`src/rtl/hazard_pkg.sv`:
```
// Shared encodings for the hazard scoreboard: stall-cause codes and the
// hard-wired zero register index.
package hazard_pkg;

  typedef enum logic [1:0] {
    CAUSE_NONE      = 2'd0,
    CAUSE_LOAD      = 2'd1,
    CAUSE_MD_DATA   = 2'd2,
    CAUSE_MD_STRUCT = 2'd3
  } stall_cause_e;

  // x0 is never a real producer, so it is excluded from every match.
  localparam int unsigned REG_ZERO = 0;

endpackage

```
`src/rtl/hazard_tag_shift.sv`:
```
// Valid+tag shift register with a hold enable. Entry 0 takes the new tag;
// older entries move up by one place each enabled cycle.
module hazard_tag_shift #(
  parameter int DEPTH = 1,
  parameter int TAG_W = 5
) (
  input  logic                        clk,
  input  logic                        rst,
  input  logic                        hold,
  input  logic                        in_v,
  input  logic [TAG_W-1:0]            in_tag,
  output logic [DEPTH-1:0]            v,
  output logic [DEPTH-1:0][TAG_W-1:0] tag
);

  always_ff @(posedge clk or posedge rst) begin
    if (rst) begin
      // NOTE: tags are cleared along with the valid bits so they never read as X
      // downstream; functionally only the valid bits need a reset.
      v   <= '0;
      tag <= '0;
    end else if (!hold) begin
      // NOTE: non-blocking assignments make every stage read the pre-edge value,
      // so the loop order does not matter and no entry is skipped.
      for (int k = DEPTH - 1; k > 0; k--) begin
        v[k]   <= v[k-1];
        tag[k] <= tag[k-1];
      end
      v[0]   <= in_v;
      tag[0] <= in_tag;
    end
  end

endmodule

```
`src/rtl/hazard_scoreboard_unit.sv`:
```
// ID-stage hazard unit: load-use window tracking, MUL/DIV latency scoreboard,
// and front-end freeze while data memory is not ready.
module hazard_scoreboard_unit
  import hazard_pkg::*;
#(
  parameter int REG_ADDR_W   = 5,
  parameter int LOAD_USE_GAP = 1,
  parameter int MD_LATENCY   = 4,
  parameter int MD_CNT_W     = 5
) (
  input  logic                  clk,
  input  logic                  rst,
  input  logic [REG_ADDR_W-1:0] id_rs1,
  input  logic [REG_ADDR_W-1:0] id_rs2,
  input  logic                  id_uses_rs1,
  input  logic                  id_uses_rs2,
  input  logic                  id_is_md,
  input  logic                  ex_valid,
  input  logic [REG_ADDR_W-1:0] ex_rd,
  input  logic                  ex_mem_read,
  input  logic                  ex_is_md,
  input  logic                  ex_flush,
  input  logic                  dmem_ready,
  output logic                  pc_write,
  output logic                  if_id_write,
  output logic                  id_ex_bubble,
  output logic                  pipe_freeze,
  output logic                  md_busy,
  output logic [1:0]            stall_cause
);

  localparam logic [REG_ADDR_W-1:0] ZERO_IDX = REG_ADDR_W'(REG_ZERO);

  function automatic logic match(
    input logic [REG_ADDR_W-1:0] r,
    input logic [REG_ADDR_W-1:0] rs1,
    input logic [REG_ADDR_W-1:0] rs2,
    input logic                  use1,
    input logic                  use2
  );
    return (r != ZERO_IDX) && ((use1 && rs1 == r) || (use2 && rs2 == r));
  endfunction

  logic frozen;
  logic ex_ok;
  logic ex_live;
  logic lq_hit;

  assign frozen  = !dmem_ready;
  assign ex_ok   = ex_valid && !ex_flush;
  assign ex_live = ex_ok && (ex_rd != ZERO_IDX);

  // Loads that left EX but are still inside the load-use window.
  if (LOAD_USE_GAP > 1) begin : g_lq
    localparam int DEPTH = LOAD_USE_GAP - 1;

    logic [DEPTH-1:0]                 lq_v;
    logic [DEPTH-1:0][REG_ADDR_W-1:0] lq_rd;

    hazard_tag_shift #(
      .DEPTH (DEPTH),
      .TAG_W (REG_ADDR_W)
    ) u_lq (
      .clk    (clk),
      .rst    (rst),
      .hold   (frozen),
      .in_v   (ex_live && ex_mem_read),
      .in_tag (ex_rd),
      .v      (lq_v),
      .tag    (lq_rd)
    );

    always_comb begin
      lq_hit = 1'b0;
      for (int k = 0; k < DEPTH; k++) begin
        if (lq_v[k] && match(lq_rd[k], id_rs1, id_rs2, id_uses_rs1, id_uses_rs2)) begin
          lq_hit = 1'b1;
        end
      end
    end
  end else begin : g_no_lq
    assign lq_hit = 1'b0;
  end

  logic [MD_CNT_W-1:0]   md_cnt;
  logic [REG_ADDR_W-1:0] md_rd;
  logic                  md_active;
  logic                  md_issue;

  assign md_active = (md_cnt != '0);
  assign md_issue  = ex_ok && ex_is_md && !md_active && !frozen;

  always_ff @(posedge clk or posedge rst) begin
    if (rst) begin
      md_cnt <= '0;
      md_rd  <= '0;
    end else if (md_issue) begin
      md_cnt <= MD_CNT_W'(MD_LATENCY - 1);
      md_rd  <= ex_rd;
    end else if (md_active && !frozen) begin
      md_cnt <= md_cnt - 1'b1;
    end
  end

  logic load_stall;
  logic md_data_stall;
  logic md_struct_stall;

  assign load_stall = (ex_live && ex_mem_read &&
                       match(ex_rd, id_rs1, id_rs2, id_uses_rs1, id_uses_rs2)) || lq_hit;

  // The op sitting in EX this cycle counts before it reaches the counter.
  assign md_data_stall =
      (md_active && match(md_rd, id_rs1, id_rs2, id_uses_rs1, id_uses_rs2)) ||
      (ex_ok && ex_is_md && match(ex_rd, id_rs1, id_rs2, id_uses_rs1, id_uses_rs2));

  assign md_struct_stall = id_is_md && (md_active || (ex_ok && ex_is_md));

  always_comb begin
    // NOTE: every output gets a default first so no path leaves one unassigned
    // and infers a latch.
    pc_write     = 1'b1;
    if_id_write  = 1'b1;
    id_ex_bubble = 1'b0;
    pipe_freeze  = frozen;
    md_busy      = md_active;
    stall_cause  = CAUSE_NONE;

    if (rst) begin
      pc_write     = 1'b0;
      if_id_write  = 1'b0;
      id_ex_bubble = 1'b1;
      pipe_freeze  = 1'b0;
      md_busy      = 1'b0;
    end else if (frozen) begin
      pc_write    = 1'b0;
      if_id_write = 1'b0;
    end else if (load_stall || md_data_stall || md_struct_stall) begin
      pc_write     = 1'b0;
      if_id_write  = 1'b0;
      id_ex_bubble = 1'b1;
      if (load_stall)         stall_cause = CAUSE_LOAD;
      else if (md_data_stall) stall_cause = CAUSE_MD_DATA;
      else                    stall_cause = CAUSE_MD_STRUCT;
    end
  end

endmodule

```
`config.mk`:
```
export PLATFORM = sky130hd
export DESIGN_NAME = hazard_scoreboard_unit
export DESIGN_NICKNAME = d
export VERILOG_FILES = /design/src/rtl/hazard_pkg.sv /design/src/rtl/hazard_tag_shift.sv /design/src/rtl/hazard_scoreboard_unit.sv
export SDC_FILE = /design/constraint.sdc
export NUM_CORES = 1
export LEC_CHECK = 0
export CAP_MARGIN = 20
export CELL_PAD_IN_SITES_DETAIL_PLACEMENT = 0
export CELL_PAD_IN_SITES_GLOBAL_PLACEMENT = 1
export CORE_ASPECT_RATIO = 1.4
export CORE_MARGIN = 8
export CORE_UTILIZATION = 31
export CTS_BUF_LIST = sky130_fd_sc_hd__clkbuf_8 sky130_fd_sc_hd__clkbuf_16
export DETAILED_ROUTE_END_ITERATION = 10
export PLACE_DENSITY = 0.88
export SYNTH_ARGS = -nofsm -noshare
export SYNTH_HDL_FRONTEND = slang
export SYNTH_SLANG_ARGS = --single-unit
```
`constraint.sdc`:
```
create_clock -name clk -period 2.8 [get_ports clk]
set_input_delay 0.56 -clock clk [delete_from_list [all_inputs] [get_ports clk]]
set_output_delay 0.56 -clock clk [all_outputs]
set_load 0.02 [all_outputs]
```
### Word-level counts from Yosys, hierarchy flattened

Cells that the tools add are included.

| operators by class | value |
|---|---|
| reduce and logical (&&, ||, !) cells | 30 |
| eq/ne operators | 4 |
| muxes and demuxes | 15 |
| add/subtract/negate cells | 1 |

Operators by type and width:

| cell | count |
|---|---|
| $eq 5x5->1 | 4 |
| $logic_and 1x1->1 | 17 |
| $reduce_bool 5->1 | 3 |
| $mux 5 | 2 |
| $mux 1 | 9 |
| $mux 2 | 4 |
| $logic_or 1x1->1 | 6 |
| $sub 5x1->5 const B | 1 |
| $logic_not 1->1 | 3 |
| $reduce_bool 2->1 | 1 |

| storage, ports and cells | value |
|---|---|
| input bits | 25 |
| logic and storage cells | 52 |
| register bits | 10 |

### Depth between registers and ports, before layout

| logic depth | value |
|---|---|
| depth after elaboration | 11 |
| gate-level depth with buffers | 7 |
| depth with buffers taken out | 7 |

### Worst setup path before layout

Ideal clock, no wire load.

| timing | value |
|---|---|
| path kind | input-to-output |
| from | input ex_rd[4] |
| to | output pc_write |
| setup slack | 0.329 ns |
| path buffers | 1 |
| arrival time | 1.911 ns |
| stages on the path | 6 |
| required time | 2.240 ns |
| cells stage by stage | or4_1 nor2_1 nor3b_1 o211ai_1 and4b_1 buf_4 |

| on the way | value |
|---|---|
| word-level cells in the longest chain between the ends | 11 |
| elaborated cells on any way between the ends | 17 |
| those cells by class | 2 x eq/ne; 3 x mux; 12 x reduce/logical |

Ends and longest elaborated chain:

| item | line | text |
|---|---|---|
| start, declared | hazard_scoreboard_unit.sv:19 | `input logic [REG_ADDR_W-1:0] ex_rd,` |
| $eq 5x5->1 | hazard_scoreboard_unit.sv:41 | `return (r != ZERO_IDX) && ((use1 && rs1 == r) \|\| (use2 && rs2 == r));` |
| $logic_and 1x1->1 | hazard_scoreboard_unit.sv:41 |  |
| $logic_or 1x1->1 | hazard_scoreboard_unit.sv:41 |  |
| $logic_and 1x1->1 | hazard_scoreboard_unit.sv:41 |  |
| $logic_and 1x1->1 | hazard_scoreboard_unit.sv:115 | `(ex_ok && ex_is_md && match(ex_rd, id_rs1, id_rs2, id_uses_rs1, id_uses_rs2));` |
| $logic_or 1x1->1 | hazard_scoreboard_unit.sv:114 | `(md_active && match(md_rd, id_rs1, id_rs2, id_uses_rs1, id_uses_rs2)) \|\|` |
| $logic_or 1x1->1 * (2 in a row) | hazard_scoreboard_unit.sv:138 | `end else if (load_stall \|\| md_data_stall \|\| md_struct_stall) begin` |
| $mux 1 * (3 in a row) | n/a |  |
| end, declared | hazard_scoreboard_unit.sv:24 | `output logic pc_write,` |

Mark *: on every way between the ends. The rest lies on a longest branch, timed or not.

### Final worst setup path

| timing | value |
|---|---|
| from | input ex_rd[2] |
| to | output stall_cause[1] |

| on the way | value |
|---|---|
| word-level cells in the longest chain between the ends | 11 |
| elaborated cells on any way between the ends | 18 |
| those cells by class | 2 x eq/ne; 4 x mux; 12 x reduce/logical |

Ends and longest elaborated chain:

| item | line | text |
|---|---|---|
| $eq 5x5->1 | hazard_scoreboard_unit.sv:41 |  |
| $logic_and 1x1->1 | hazard_scoreboard_unit.sv:41 |  |
| $logic_or 1x1->1 | hazard_scoreboard_unit.sv:41 |  |
| $logic_and 1x1->1 | hazard_scoreboard_unit.sv:41 |  |
| $logic_and 1x1->1 | hazard_scoreboard_unit.sv:115 |  |
| $logic_or 1x1->1 | hazard_scoreboard_unit.sv:114 |  |
| $logic_or 1x1->1 (2 in a row) | hazard_scoreboard_unit.sv:138 |  |
| $mux 2 * | hazard_scoreboard_unit.sv:138 |  |
| $mux 2 * | hazard_scoreboard_unit.sv:135 | `end else if (frozen) begin` |
| $mux 2 * | hazard_scoreboard_unit.sv:129 | `if (rst) begin` |
| end, declared | hazard_scoreboard_unit.sv:29 | `output logic [1:0] stall_cause` |

Marked as above.

==> results.md <==
- Synthesized Nets: 118
- Reg2Reg Setup Slack: 0.85 ns
- Initial core utilization: 0.323
- Setup TNS: 0 ns
- Crit path launch type: primary input
- I/O Pins: 32
- Final Slew Violations: 0
- Post-layout util: 0.561
- Reg2Reg Depth: 8
- Area of the multi-input gates: 607 µm²
- EDFF count, synth: 0
- Global-route wire length before repair: 4170 µm
- Core area: 2590 µm²
- Antenna Cells: 0
- TritonCTS clock tree: done
- Post-synthesis sequential area ratio: 0.300
- Cells after DPL: 177
- HP Class: primary input to asynchronous set/reset pin
- Min cycle time layout: 2.70 ns
- Max Clk Rate: 370 MHz
- Finished Layout Cells: 182
- WL/cell: 13.3 µm
- Die Footprint: 4630 µm²
- Hold buffer count at CTS: 0
- Vias per cell: 4.79
- Register area: 250 µm²
- Nature of the critical path endpoint: output pin
- Crit path required time: 2.24 ns
- Initial antenna violation count: 0
- Worst Skew: 0.00245 ns
- Top cells by area, synth: dfrtp_1, xnor2_1, mux2_2
- Largest net degree at the start of global routing: 10
- Setup Viol. Count Final: 0
- Final Cycle Share: 0.965
- Post-route DRC: 0
- Final net count: 174
- RePlAce Congestion: 0.803
- Final ANT Viol Nets: 0
- Total number of H-tree levels: 1
- Vias in the first global route: 940
- DR vias: 872
- Yosys Warn Count: 0
- Tot GR Track Use: 0.115
- R2r endpoint: md_cnt[4]
- Fraction of registers with async set/reset: 1.00
- Status: completed
- Initial DRC count: 8
- Synth Register Bits: 10
- Mean post-synth cell area: 9.17 µm²
- Worst setup path class: primary input to output pin
- Critical R2R Launch: md_cnt[1]
- Total wire length: 2410 µm
- Max-slew headroom: 0.777
- Final HPWL DP: 2020 µm
- Synth top area share: 0.300
- Die span in y: 77.4 µm
- Root Buffer: clkbuf_8
- Final hold vios: 0
- RSZ-0062 raised after global routing: no
- Clock buffer depth: 2
- LEAKAGE: 0.694 nW
- Gate Count Post-Synth: 91
- Layout fillers: 252
- Synth Flop Type: dfrtp_1
- Die X: 59.9 µm
- Worst Tran Pin Value: 0.335 ns
- Layout overhead on the synthesized area: 73.9%
- CP Max Fanout: 4
- Row Count: 22
- Synth Cell Area: 835 µm²
- Clock insertion delay at the later pin of the skew report: 0.24 ns
- Total global routing overflow: 0
- Power density over the cells: 541 nW/µm²
- Post-synthesis cell type count: 31
- Pre-Repair DR Iteration Count: 4
- PortBufs: 31
- Final hold slack: 0.567 ns
- MaxCap Viol Count: 0
- Total CTS buffers: 3
- Layout cells sized above 1: 0.322
- Synth area leader: dfrtp_1
- Clk sinks: 10
- Arr. time, crit path: 2.14 ns
- Worst-path clk slew: 0.05 ns
- Total power: 0.785 mW
- Peak VDD IR: 493 µV
[logic make-up (layout without fill, tap and decap cells)]
kind of cell	Yosys count	in the layout	synth area share
buf+inv	5	60	0.0285
mux	5	5	0.0675
xor+xnor	23	23	0.241
simple gates	34	34	0.222
fa+ha+maj	2	2	0.0300
flops	10	10	0.300
compound gates	12	12	0.111
[worst max path at each step]
stage / from / to / depth (start not counted)
after floorplan: ex_rd[4] / pc_write / 6
after global placement: ex_rd[4] / stall_cause[1] / 7
after detailed placement: ex_rd[4] / stall_cause[1] / 7
after CTS: ex_rd[1] / stall_cause[1] / 7
after global routing: ex_rd[2] / stall_cause[1] / 7
final: ex_rd[2] / stall_cause[1] / 7
[where the power goes]
group	switching, mW	internal (mW)
sequential	0.0691	0.200
clock	0.0572	0.124
combinational	0.144	0.191
total	0.270	0.515
[sequential cells by signal, summed over array words and instances, names as in the netlist]
name and cells:
md_cnt 5, md_rd 5
[per-stage QoR]
step | setup WS, ns | instance area, µm²
6_report | 0.0987 | 1450
3_5_place_dp | -0.636 | 1340
3_3_place_gp | -0.598 | 1340
5_1_grt | 0.0125 | 1450
4_1_cts | 0.0106 | 1390
2_1_floorplan | 0.329 | 835
[cell usage in the layout (no fill, tap or decap), types with 2 or more instances in the layout]
master | netlist | routed
a31oi_1 | 2 | 2
clkbuf_8 | 0 | 4
dlymetal6s2s_1 | 0 | 10
inv_1 | 3 | 3
nand4_1 | 4 | 4
xnor2_1 | 20 | 18
ha_1 | 2 | 2
nor2_1 | 11 | 10
xor2_1 | 3 | 3
nand2_1 | 8 | 7
nor3_1 | 2 | 2
clkdlybuf4s50_1 | 0 | 12
mux2_2 | 5 | 5
xnor2_2 | 0 | 2
dlygate4sd2_1 | 0 | 4
o22ai_2 | 0 | 2
buf_4 | 1 | 27
dfrtp_1 | 10 | 10
[critical path: stages]
cell and delay (ns):
dlygate4sd2_1 0.27, or4_4 0.56, nor2_4 0.10, nor3b_2 0.06
and3_4 0.17, a311oi_2 0.23, buf_4 0.18
[repair_timing]
action / CTS / global route
gates resized for setup: 29 / 20
setup endpoints to repair: 5 / 5
pin swaps: 3 / 11
setup buffers: 1 / 0
[synth_stat cells (2+ instances only)]
library cell,n
nor2_1,11
o22ai_1,2
xor2_1,3
a31oi_1,2
nand2_1,8
nor3_1,2
xnor2_1,20
dfrtp_1,10
nand4_1,4
mux2_2,5
ha_1,2
inv_1,3
[per-layer routing]
metal,part of all wire,routed length (µm),GRT usage,vias up
li1,-,-,-,435
met1,0.34,825,0.107,417
met2,0.58,1400,0.218,17
met3,0.064,155,0.0363,3
met4,0.014,33,0.0432,0
met5,0,0,0,-
[cell type report]
cell class / instances / share of cell area
Timing Repair Buffer: 53 / 0.333
Sequential cell: 10 / 0.172
Clock buffer: 4 / 0.0379
Tap cell: 36 / 0.0310
Multi-Input combinational cell: 76 / 0.418
Inverter: 3 / 0.00776
No activity file was read; power rests on OpenSTA's default activity.
